===== config.mk =====
export PLATFORM = sky130hd
export DESIGN_NAME = vmem_local_dma
export DESIGN_NICKNAME = d
export VERILOG_FILES = /design/src/rtl/vmem_dma_pkg.sv /design/src/rtl/vmem_dma_fifo.sv /design/src/rtl/vmem_local_dma.sv
export SDC_FILE = /design/constraint.sdc
export NUM_CORES = 1
export LEC_CHECK = 0
export ABC_CLOCK_PERIOD_IN_PS = 25300
export CORE_AREA = 2 2 247 249
export CTS_CLUSTER_DIAMETER = 120
export DETAILED_ROUTE_END_ITERATION = 16
export DIE_AREA = 0 0 249 251
export PLACE_DENSITY = 0.57
export SLEW_MARGIN = 10
export SYNTH_ARGS = -nofsm -noshare
export SYNTH_HDL_FRONTEND = slang
export SYNTH_HIERARCHICAL = 1
export SYNTH_SLANG_ARGS = --single-unit

===== constraint.sdc =====
create_clock -name clk -period 25.3 [get_ports clk]
set_input_delay 5.06 -clock clk [delete_from_list [all_inputs] [get_ports clk]]
set_output_delay 5.06 -clock clk [all_outputs]
set_load 0.02 [all_outputs]

===== src/rtl/vmem_dma_pkg.sv =====
// rtl/vmem_dma_pkg.sv - shared state encoding and dump FIFO sizing
package vmem_dma_pkg;

  typedef enum logic [1:0] {
    ST_IDLE  = 2'd0,
    ST_FILL  = 2'd1,
    ST_DUMP  = 2'd2,
    ST_DRAIN = 2'd3
  } dma_state_t;

  localparam int FIFO_DEPTH = 3;
  localparam int FIFO_CNT_W = 2;

  // Circular pointer advance over the FIFO slots
  function automatic logic [FIFO_CNT_W-1:0] fifo_ptr_next(input logic [FIFO_CNT_W-1:0] p);
    return (p == FIFO_CNT_W'(FIFO_DEPTH - 1)) ? '0 : p + FIFO_CNT_W'(1);
  endfunction

endpackage


===== src/rtl/vmem_dma_fifo.sv =====
// rtl/vmem_dma_fifo.sv - three-entry dump FIFO with push/pop/count
module vmem_dma_fifo
  import vmem_dma_pkg::*;
#(
  parameter int WIDTH = 128
) (
  input  logic                  clk,
  input  logic                  resetn,
  input  logic                  push,
  input  logic [WIDTH-1:0]      push_data,
  input  logic                  pop,
  output logic [WIDTH-1:0]      head,
  output logic [FIFO_CNT_W-1:0] count
);

  logic [WIDTH-1:0]      slots [FIFO_DEPTH];
  logic [FIFO_CNT_W-1:0] rd_ptr;
  logic [FIFO_CNT_W-1:0] wr_ptr;

  // Slot storage needs no reset: count decides what is visible
  always_ff @(posedge clk) begin
    if (push) begin
      slots[wr_ptr] <= push_data;
    end
  end

  // Pointers and occupancy; push together with pop keeps count unchanged
  always_ff @(posedge clk) begin
    if (resetn) begin
      rd_ptr <= '0;
      wr_ptr <= '0;
      count  <= '0;
    end else begin
      if (push) begin
        wr_ptr <= fifo_ptr_next(wr_ptr);
      end
      if (pop) begin
        rd_ptr <= fifo_ptr_next(rd_ptr);
      end
      if (push && !pop) begin
        count <= count + FIFO_CNT_W'(1);
      end else if (pop && !push) begin
        count <= count - FIFO_CNT_W'(1);
      end
    end
  end

  assign head = slots[rd_ptr];

endmodule


===== src/rtl/vmem_local_dma.sv =====
// rtl/vmem_local_dma.sv - row DMA between a stream and the lane memories' port B
module vmem_local_dma
  import vmem_dma_pkg::*;
#(
  parameter int NUMLANES     = 8,
  parameter int DATAWORDSIZE = 16,
  parameter int MEMDEPTH     = 2048,
  parameter int LOGMEMDEPTH  = $clog2(MEMDEPTH)
) (
  input  logic                              clk,
  input  logic                              resetn,
  input  logic                              cmd_valid,
  output logic                              cmd_ready,
  input  logic                              cmd_dir,
  input  logic [LOGMEMDEPTH-1:0]            cmd_addr,
  input  logic [LOGMEMDEPTH:0]              cmd_rows,
  input  logic                              in_valid,
  output logic                              in_ready,
  input  logic [NUMLANES*DATAWORDSIZE-1:0]  in_data,
  output logic                              out_valid,
  input  logic                              out_ready,
  output logic [NUMLANES*DATAWORDSIZE-1:0]  out_data,
  output logic [NUMLANES*LOGMEMDEPTH-1:0]   mem_address_b,
  output logic                              mem_rden_b,
  output logic                              mem_wren_b,
  output logic [NUMLANES*DATAWORDSIZE-1:0]  mem_data_b,
  input  logic [NUMLANES*DATAWORDSIZE-1:0]  mem_out_b,
  output logic                              busy,
  output logic                              done
);

  localparam int RW = LOGMEMDEPTH + 1;
  localparam int OW = FIFO_CNT_W + 1;

  dma_state_t              state;
  logic [LOGMEMDEPTH-1:0]  row_ptr;
  logic [LOGMEMDEPTH-1:0]  row_next;
  logic [RW-1:0]           remaining;
  logic                    inflight;
  logic                    done_q;
  logic                    last_row;
  logic                    accept;
  logic                    fill_beat;
  logic                    issue;
  logic                    fifo_push;
  logic                    fifo_pop;
  logic [FIFO_CNT_W-1:0]   fifo_count;
  logic [OW-1:0]           occupancy;

  // Row pointer wraps at MEMDEPTH, which need not be a power of two
  assign row_next  = (row_ptr == LOGMEMDEPTH'(MEMDEPTH - 1)) ? '0 : row_ptr + LOGMEMDEPTH'(1);
  assign last_row  = (remaining == RW'(1));

  // Reads in flight count against FIFO space so a returning row always fits
  assign occupancy = {1'b0, fifo_count} + {{FIFO_CNT_W{1'b0}}, inflight};

  assign cmd_ready = (state == ST_IDLE) && !resetn;
  assign accept    = cmd_valid && cmd_ready;
  assign in_ready  = (state == ST_FILL) && !resetn;
  assign fill_beat = in_ready && in_valid;
  assign issue     = (state == ST_DUMP) && (occupancy < OW'(FIFO_DEPTH)) && !resetn;

  assign mem_address_b = {NUMLANES{row_ptr}};
  assign mem_wren_b    = fill_beat;
  assign mem_rden_b    = issue;
  assign mem_data_b    = in_data;

  // A read issued last cycle lands now; reset discards it
  assign fifo_push = inflight && !resetn;
  assign fifo_pop  = out_valid && out_ready;

  assign out_valid = (fifo_count != '0) && !resetn;
  assign busy      = (state != ST_IDLE) && !resetn;
  assign done      = done_q && !resetn;

  vmem_dma_fifo #(
    .WIDTH(NUMLANES * DATAWORDSIZE)
  ) u_fifo (
    .clk       (clk),
    .resetn    (resetn),
    .push      (fifo_push),
    .push_data (mem_out_b),
    .pop       (fifo_pop),
    .head      (out_data),
    .count     (fifo_count)
  );

  // Command sequencing: accept, stream rows, drain returning reads, pulse done
  always_ff @(posedge clk) begin
    if (resetn) begin
      state     <= ST_IDLE;
      row_ptr   <= '0;
      remaining <= '0;
      inflight  <= 1'b0;
      done_q    <= 1'b0;
    end else begin
      done_q   <= 1'b0;
      inflight <= issue;
      case (state)
        ST_IDLE: begin
          if (accept) begin
            row_ptr   <= cmd_addr;
            remaining <= cmd_rows;
            if (cmd_rows == '0) begin
              done_q <= 1'b1;
            end else begin
              state <= cmd_dir ? ST_DUMP : ST_FILL;
            end
          end
        end
        ST_FILL: begin
          if (fill_beat) begin
            row_ptr   <= row_next;
            remaining <= remaining - RW'(1);
            if (last_row) begin
              state  <= ST_IDLE;
              done_q <= 1'b1;
            end
          end
        end
        ST_DUMP: begin
          if (issue) begin
            row_ptr   <= row_next;
            remaining <= remaining - RW'(1);
            if (last_row) begin
              state <= ST_DRAIN;
            end
          end
        end
        ST_DRAIN: begin
          if ((fifo_count == '0) && !inflight) begin
            state  <= ST_IDLE;
            done_q <= 1'b1;
          end
        end
        default: state <= ST_IDLE;
      endcase
    end
  end

endmodule


==> results of run 1 <==
==> cells in the final DEF, fill, tap and decap left out, types with 3 or more instances in the layout <==
cell / netlist / final
buf_4: 207 / 11
nor2b_1: 16 / 16
a21oi_1: 29 / 29
and3_1: 3 / 3
a2bb2oi_1: 3 / 3
dfxtp_1: 35 / 33
diode_2: 0 / 3
nand2b_1: 4 / 4
mux2i_1: 128 / 128
o21ai_0: 33 / 33
o31ai_1: 3 / 3
clkbuf_1: 22 / 8
clkinvlp_4: 0 / 6
inv_1: 12 / 12
nand2_1: 149 / 149
edfxtp_1: 384 / 384
bufinv_16: 0 / 8
clkdlybuf4s50_1: 0 / 379
clkinv_2: 0 / 6
clkbuf_16: 0 / 46
clkinv_1: 0 / 7
and2_1: 3 / 3
o21ai_1: 121 / 121
nor3_1: 12 / 11
nor4_1: 8 / 8
nand4_1: 3 / 3
a31oi_1: 3 / 3
nand3_1: 7 / 7
o211ai_1: 4 / 4
ha_1: 11 / 11
nor2_1: 31 / 30
==> sequential cells by signal, summed over array words and instances (netlist names), named ones only <==
signal         cells
remaining         12
u_fifo/wr_ptr      2
u_fifo/count       2
u_fifo/rd_ptr      2
state              2
done_q             1
inflight           1
u_fifo/slots     384
row_ptr           11
==> through the flow <==
step                      std cells  util (%)
after floorplan                1303         -
final                          2300     37.74
after detailed placement       2211     35.06
after global routing           2299     37.73
after CTS                      2297     37.73
after global placement         2211     35.06
==> power groups by stage <==
stage,Clock (µW),Sequential [µW],Combinational (µW)
after floorplan,0,832,310
after global placement,0,837,417
after detailed placement,0,839,419
after CTS,717,825,421
after global routing,742,829,444
final,695,824,416
==> cells by family after synthesis <==
kind of cell               after synthesis
adders and majority gates               11
muxes                                  132
DFF                                    419
buffers and inverters                  277
xor gates and xnor gates                 2
AOI/OAI and AO/OA                      211
and+or+nand+nor                        251
==> layer usage <==
metal  track usage (%)  part of all wire [%]  vias up
li1                  -                     -     4891
met1             14.26                    35     4945
met2             24.77                    52      308
met3             4.804                   7.9      149
met4             7.861                   5.2        4
met5                 0                 0.061        -
==> worst max-delay path, stage by stage <==
cell and delay (ps):
clkdlybuf4s50_1 400, buf_4 270, a211o_1 320, nor2_1 120, clkdlybuf4s50_1 620
==> worst min path at each step <==
stage	slack, ps	endpoint	start	cells after the start
floorplan	450	register	u_fifo/rd_ptr[1]$_SDFFE_PP0P_	2
global placement	480	register	u_fifo/rd_ptr[1]$_SDFFE_PP0P_	2
detailed placement	480	remaining[1]$_SDFFE_PP0P_	remaining[1]$_SDFFE_PP0P_	2
CTS	490	remaining[1]$_SDFFE_PP0P_	remaining[1]$_SDFFE_PP0P_	2
global route	530	remaining[11]$_SDFFE_PP0P_	remaining[11]$_SDFFE_PP0P_	2
finish	490	remaining[1]$_SDFFE_PP0P_	remaining[1]$_SDFFE_PP0P_	2
==> final cells by class <==
cell class / count / area [µm²] / share of cell area [%]
sequential: 419 / 12240 / 54.24
timing repair buffer: 391 / 3896 / 17.27
multi-input combinational: 607 / 3802 / 16.85
clock buffer: 54 / 1181 / 5.234
tap: 782 / 978.4 / 4.336
clock inverter: 32 / 415.4 / 1.841
inverter: 12 / 45.04 / 0.1996
antenna: 3 / 7.507 / 0.03327
==> results.cfg, run 1 <==
[placement]
place_congestion = 0.7749
dp_hpwl_um = 30010
place_ws_ps = 13410
port_buffers = 379
placed_area_um2 = 20960

[clock_tree]
clk_pin_slew_worst_paths_ps = 60
cts_sinks = 419
cts_tree = yes
root_buffer = clkbuf_16
clockBufferDepth = 3
worstSkewPairLatency_ps = 580
htreeDepth = 2
cts_resized = 0
post_cts_buffers = 0
cts-hold-fix-buffers = 0
cts_buffers = 46

[pwr]
power_frac_comb_pct = 21.5
total_power_uw = 1935
ir_drop_mv = 0.04620
p_per_area_nw_per_um2 = 85.76
swShare_pct = 27.57
seqPwrFrac_pct = 42.6
internal_power_uw = 1402
p_sw_uw = 533.6
p_clk_share_pct = 35.9
leakagePower_uw = 0.006972

[setup_path]
worstPathArrival_ps = 6800
rrSetupSlack_ps = 21690
timing.rr.start = inflight$_SDFF_PP0_
critPathRequiredTime_ps = 20240
crit_path_start_kind = input port
ff2ff_path_depth = 5
cp-end-kind = output pin
timing.rr.end = u_fifo/slots[2][81]$_DFFE_PP_
critPathCapture = mem_rden_b
setup.worst_path.start = resetn
cp_max_fo = 44
crit_type = in -> out

[floorplanning]
pin_count = 636
dieHeight_um = 251
fp.dieW_um = 249
start_util_pct = 30.24
rows = 90
die-area_um2 = 62500
coreArea_um2 = 59790

[global_routing]
grt_max_degree = 197
grt_overflow_total = 0
grt_antenna_before_repair = 5
track_usage_pct = 13.91
grt_pass1_wl_um = 65230
grt_pass1_vias = 10144

[yosys]
synthCells = 1303
yosys_warnings = 6
synth_top_area_cell = edfxtp_1
synth-seq-cells = 419
yosysTopAreaCellShare_pct = 63.77
synthesis.area_um2 = 18080
synthAdderAreaFrac_pct = 0.7611
synth-simple-area-share_pct = 6.365
synth_cell_types = 55
synth-xor-area-share_pct = 0.09687
synth_top_family_by_area = buffers and inverters
synth_edf_count = 384
ys_async_sr_fraction_pct = 0
postSynthNetCount = 1599
synth_area_leaders = edfxtp_1, buf_4, mux2i_1, dfxtp_1, o21ai_1
synth_compound_area_share_pct = 6.379
synth_ff_type = edfxtp_1
yosysSeqAreaShare_pct = 67.64
synthTopCellsByCount = edfxtp_1, buf_4, nand2_1, mux2i_1, o21ai_1
syn_avg_cell_area_um2 = 13.88
yosysMostFrequentCell = edfxtp_1
muxShareOfSynthArea_pct = 7.334

[timing]
tightestPinTransition_ps = 1059
maxSlewViolCount = 0
fin_crit_sh_pct = 46.88
hold_viol = 0
timing.hold.ws_ps = 488.2
timing.setup.tns_ps = 0
setup_violations = 0
fin_ws_ps = 13440
fmax_ghz = 0.08432
max-slew-margin-rel_pct = 29.38
skew_ps = 18.16
rsz0062_at_grt = false
finalCriticalPeriod_ps = 11860

[final_layout]
nFillCells = 5594
drive_gt1_share_pct = 6.799
layout-area-overhead-vs-synth_pct = 24.78
fin_area_um2 = 22570
nets = 1773

[hold_path]
hold_path.class = reg -> reg

[routing]
drc_errors = 0
totalWireLength_um = 45750
final_antenna_net_count = 0
routedWlPerCell_um = 19.89
drt-initial-drc-count = 532
vias = 10297
dr.pass1.iters = 5
viasPerCell = 4.477

[run]
maxCapViolCount = 0

[run_status]
status = complete, no violations
(Power assumes the default switching activity.)
==> inputs of run 2 (changes only) <==
- ABC_CLOCK_PERIOD_IN_PS: 25300 -> 9700
- PLACE_DENSITY: 0.57 -> 0.59
- clock period: 25.3 -> 9.7 ns (I/O delays scaled with it)
==> run 2 against run 1 <==
  * Design area is 0.55% lower
  * Critical path depth did not move
  * Clock skew up 9.6 ps
  * Register-to-register slack got worse by 15000 ps
  * Sequential power grew to 2.6 times the previous value
  * Clock-buffer cell count grew 1
  * Die area is the same
  * Critical endpoint is now mem_wren_b
==> results.cfg, run 2 (synthesis results as in run 1) <==
[setup_path]
critPathRequiredTime_ps = 7760
ff2ff_path_depth = 7
rrSetupSlack_ps = 6910
worstPathArrival_ps = 3700
crit_type = in -> out
cp_max_fo = 43
cp-end-kind = output pin
crit_path_start_kind = input port

[global_routing]
grt_max_degree = 199
grt_pass1_vias = 10421
grt_overflow_total = 0
track_usage_pct = 14.09
grt_antenna_before_repair = 2
grt_pass1_wl_um = 66500

[final_layout]
nFillCells = 5625
reg_top3 = u_fifo/slots (384), remaining (12), row_ptr (11)
layout-area-overhead-vs-synth_pct = 24.10
top_register = u_fifo/slots
layout_commonest_cell = edfxtp_1
nets = 1767
largest_reg_flops = 384
final_cells = 2287
drive_gt1_share_pct = 5.859
layout_common_cells = edfxtp_1, clkdlybuf4s50_1, nand2_1

[run]
maxCapViolCount = 0

[routing]
drc_errors = 0
dr.pass1.iters = 5
viasPerCell = 4.523
vias = 10343
totalWireLength_um = 45680
routedWlPerCell_um = 19.98
drt-initial-drc-count = 680
final_antenna_net_count = 0

[pwr]
p_per_area_nw_per_um2 = 219.5
leakagePower_uw = 0.006901
ir_drop_mv = 0.1200

[timing]
timing.hold.ws_ps = 505.3
setup_violations = 0
fin_crit_sh_pct = 58.18
skew_ps = 27.76
timing.setup.tns_ps = 0
maxSlewViolCount = 0
hold_viol = 0
rsz0062_at_grt = false
max-slew-margin-rel_pct = 26.21
tightestPinTransition_ps = 1104
finalCriticalPeriod_ps = 5643
fmax_ghz = 0.1772

[hold_path]
hold_depth = 2
hold_path.class = reg -> reg

[clock_tree]
htreeDepth = 2
cts_sinks = 419
cts_resized = 0
worstSkewPairLatency_ps = 580
post_cts_buffers = 0
cts_buffers = 45
clockBufferDepth = 3
clk_pin_slew_worst_paths_ps = 60
cts-hold-fix-buffers = 0
cts_tree = yes
root_buffer = clkbuf_16

[floorplanning]
dieHeight_um = 251
pin_count = 636
start_util_pct = 30.24
coreArea_um2 = 59790
die-area_um2 = 62500
rows = 90
fp.dieW_um = 249

[placement]
port_buffers = 379
place_inst = 2206
dp_hpwl_um = 29580
place_congestion = 0.7855

[run_status]
status = complete, no violations
==> run 2: stage by stage <==
stage	total power [µW]	util, %	setup WS, ps	cell area [µm²]
2_1_floorplan	2975	-	1151	18090
3_3_place_gp	3268	35.09	4052	20980
3_5_place_dp	3286	35.09	4046	20980
4_1_cts	4990	37.52	4036	22430
5_1_grt	5129	37.53	3933	22440
6_report	4925	37.53	4057	22440
==> run 2: final cells by class <==
cell class	count	area [µm²]	area share (%)
antenna	3	7.507	0.03345
inverter	12	45.04	0.2007
multi-input combinational	607	3809	16.97
clock inverter	23	280.3	1.249
sequential	419	12240	54.54
tap	782	978.4	4.360
timing repair buffer	386	3909	17.42
clock buffer	55	1174	5.230
==> run 2: where the power goes <==
| part | switching [µW] | internal, µW | total, µW |
|---|---|---|---|
| Clock | 687 | 998 | 1680 |
| Sequential | 96.2 | 2050 | 2150 |
| Combinational | 584 | 511 | 1100 |
==> run 2: path summary, 6_finish.rpt <==
| kind | start | endpoint |
|---|---|---|
| worst max-delay path | resetn | mem_wren_b |
| worst min-delay path | remaining[1]$_SDFFE_PP0P_ | remaining[1]$_SDFFE_PP0P_ |
| worst max register to register | u_fifo/count[0]$_SDFFE_PP0P_ | row_ptr[9]$_SDFFE_PP0P_ |
| worst min register to register | remaining[1]$_SDFFE_PP0P_ | remaining[1]$_SDFFE_PP0P_ |
==> run 2: layer usage <==
layer / share of wire, % / wire length [µm] / track usage [%]
met1: 35 / 15850 / 14.63
met2: 53 / 24000 / 25.24
met3: 7.8 / 3548 / 4.411
met4: 5.0 / 2284 / 7.931
met5: 0 / 0 / 0
==> run 2: worst max-delay path: stages <==
cell	delay (ps)
clkdlybuf4s50_1	490
buf_4	410
nand2b_1	260
nor2_1	70
clkdlybuf4s50_1	540
==> inputs of run 3 (changes only) <==
- ABC_CLOCK_PERIOD_IN_PS: 9700 -> 5700
- PLACE_DENSITY: 0.59 -> 0.57
- clock period: 9.7 -> 5.7 ns (I/O delays scaled with it)
==> run 3 against run 2 <==
  * Combinational power up 69%
  * Sequential power up 70%
  * Via count hardly changed
  * Clock power rose by 68%
  * First-iteration DRC count shrank 14%
  * Total power up 69%
  * Critical path depth fell by 1
  * Sequential share of layout area shrank 0.076 points
  * Final cell count is 0.26% higher
  * Non-clock buffer count increased by 9
==> results.cfg, run 3 (synthesis results as in run 1) <==
[final_layout]
layout-area-overhead-vs-synth_pct = 24.27
largest_reg_flops = 384
nFillCells = 5650
layout_commonest_cell = edfxtp_1
nets = 1776
reg_top3 = u_fifo/slots (384), remaining (12), row_ptr (11)
top_register = u_fifo/slots
fin_util_pct = 37.58
layout_common_cells = edfxtp_1, clkdlybuf4s50_1, nand2_1
drive_gt1_share_pct = 6.494
fin_area_um2 = 22470

[floorplanning]
pin_count = 636
dieHeight_um = 251
die-area_um2 = 62500
fp.dieW_um = 249
rows = 90
start_util_pct = 30.24
coreArea_um2 = 59790

[setup_path]
cp_max_fo = 88
worstPathArrival_ps = 2960
crit_type = reg -> out
rrSetupSlack_ps = 2930
critPathRequiredTime_ps = 4560
crit_path_start_kind = register
cp-end-kind = output pin

[timing]
maxSlewViolCount = 0
timing.hold.ws_ps = 482.6
setup_violations = 0
tightestPinTransition_ps = 988.7
skew_ps = 33.70
rsz0062_at_grt = false
max-slew-margin-rel_pct = 34.09
hold_viol = 0
fmax_ghz = 0.2440
timing.setup.tns_ps = 0
finalCriticalPeriod_ps = 4098
fin_crit_sh_pct = 71.89

[placement]
dp_hpwl_um = 30400
port_buffers = 379
place_congestion = 0.8126
placed_area_um2 = 21050

[clock_tree]
root_buffer = clkbuf_16
clk_pin_slew_worst_paths_ps = 60
htreeDepth = 2
cts_buffers = 45
post_cts_buffers = 0
cts_tree = yes
cts_sinks = 419
cts-hold-fix-buffers = 0
clockBufferDepth = 3
cts_resized = 0
worstSkewPairLatency_ps = 580

[routing]
totalWireLength_um = 45870
vias = 10349
routedWlPerCell_um = 20.00
dr.pass1.iters = 5
drc_errors = 0
drt-initial-drc-count = 587
final_antenna_net_count = 0
viasPerCell = 4.513

[run_status]
status = complete, no violations

[hold_path]
hold_path.class = reg -> reg

[run]
maxCapViolCount = 0

[pwr]
p_per_area_nw_per_um2 = 370.6
ir_drop_mv = 0.2292
leakagePower_uw = 0.006933
total_power_uw = 8328

[global_routing]
track_usage_pct = 14.00
grt_antenna_before_repair = 3
grt_max_degree = 129
grt_pass1_vias = 10328
grt_pass1_wl_um = 66230
grt_overflow_total = 0
run 3: layer usage:
layer  wire length [µm]  GRT usage, %
met5                 15             0
met2              23560         24.67
met1              16290         14.63
met4               2583         8.208
met3               3416         4.577
run 3: critical path, stage by stage (launching register included):
cell	delay, ps
dfxtp_4	980
buf_4	510
nand2_1	90
o21ai_1	120
clkdlybuf4s50_1	630
run 3: report_power, final:
group          switching, µW  leakage (µW)  internal, µW
registers                162       0.00374          3490
clock network           1180      0.000689          1630
logic                    992       0.00250           871
run 3: final timing paths:
kind	to	cells after the start	start
max	out_data[71]	4	register
min	register	2	u_fifo/rd_ptr[1]$_SDFFE_PP0P_
max reg2reg	row_ptr[9]$_SDFFE_PP0P_	7	u_fifo/count[0]$_SDFFE_PP0P_
min reg2reg	register	2	u_fifo/rd_ptr[1]$_SDFFE_PP0P_
run 3: cell type report:
cell class / count / area [µm²] / share of cell area (%)
timing repair buffer: 395 / 3976 / 17.69
tap: 782 / 978.4 / 4.354
sequential: 419 / 12240 / 54.46
inverter: 12 / 45.04 / 0.2004
multi-input combinational: 607 / 3809 / 16.95
clock buffer: 51 / 1149 / 5.111
antenna: 2 / 5.005 / 0.02227
clock inverter: 25 / 271.5 / 1.208
run 3: through the flow:
step                worst slack [ps]  cells
floorplan                      99.92   1303
global placement                1739   2215
detailed placement              1734   2215
CTS                             1519   2291
global route                    1353   2293
finish                          1602   2293
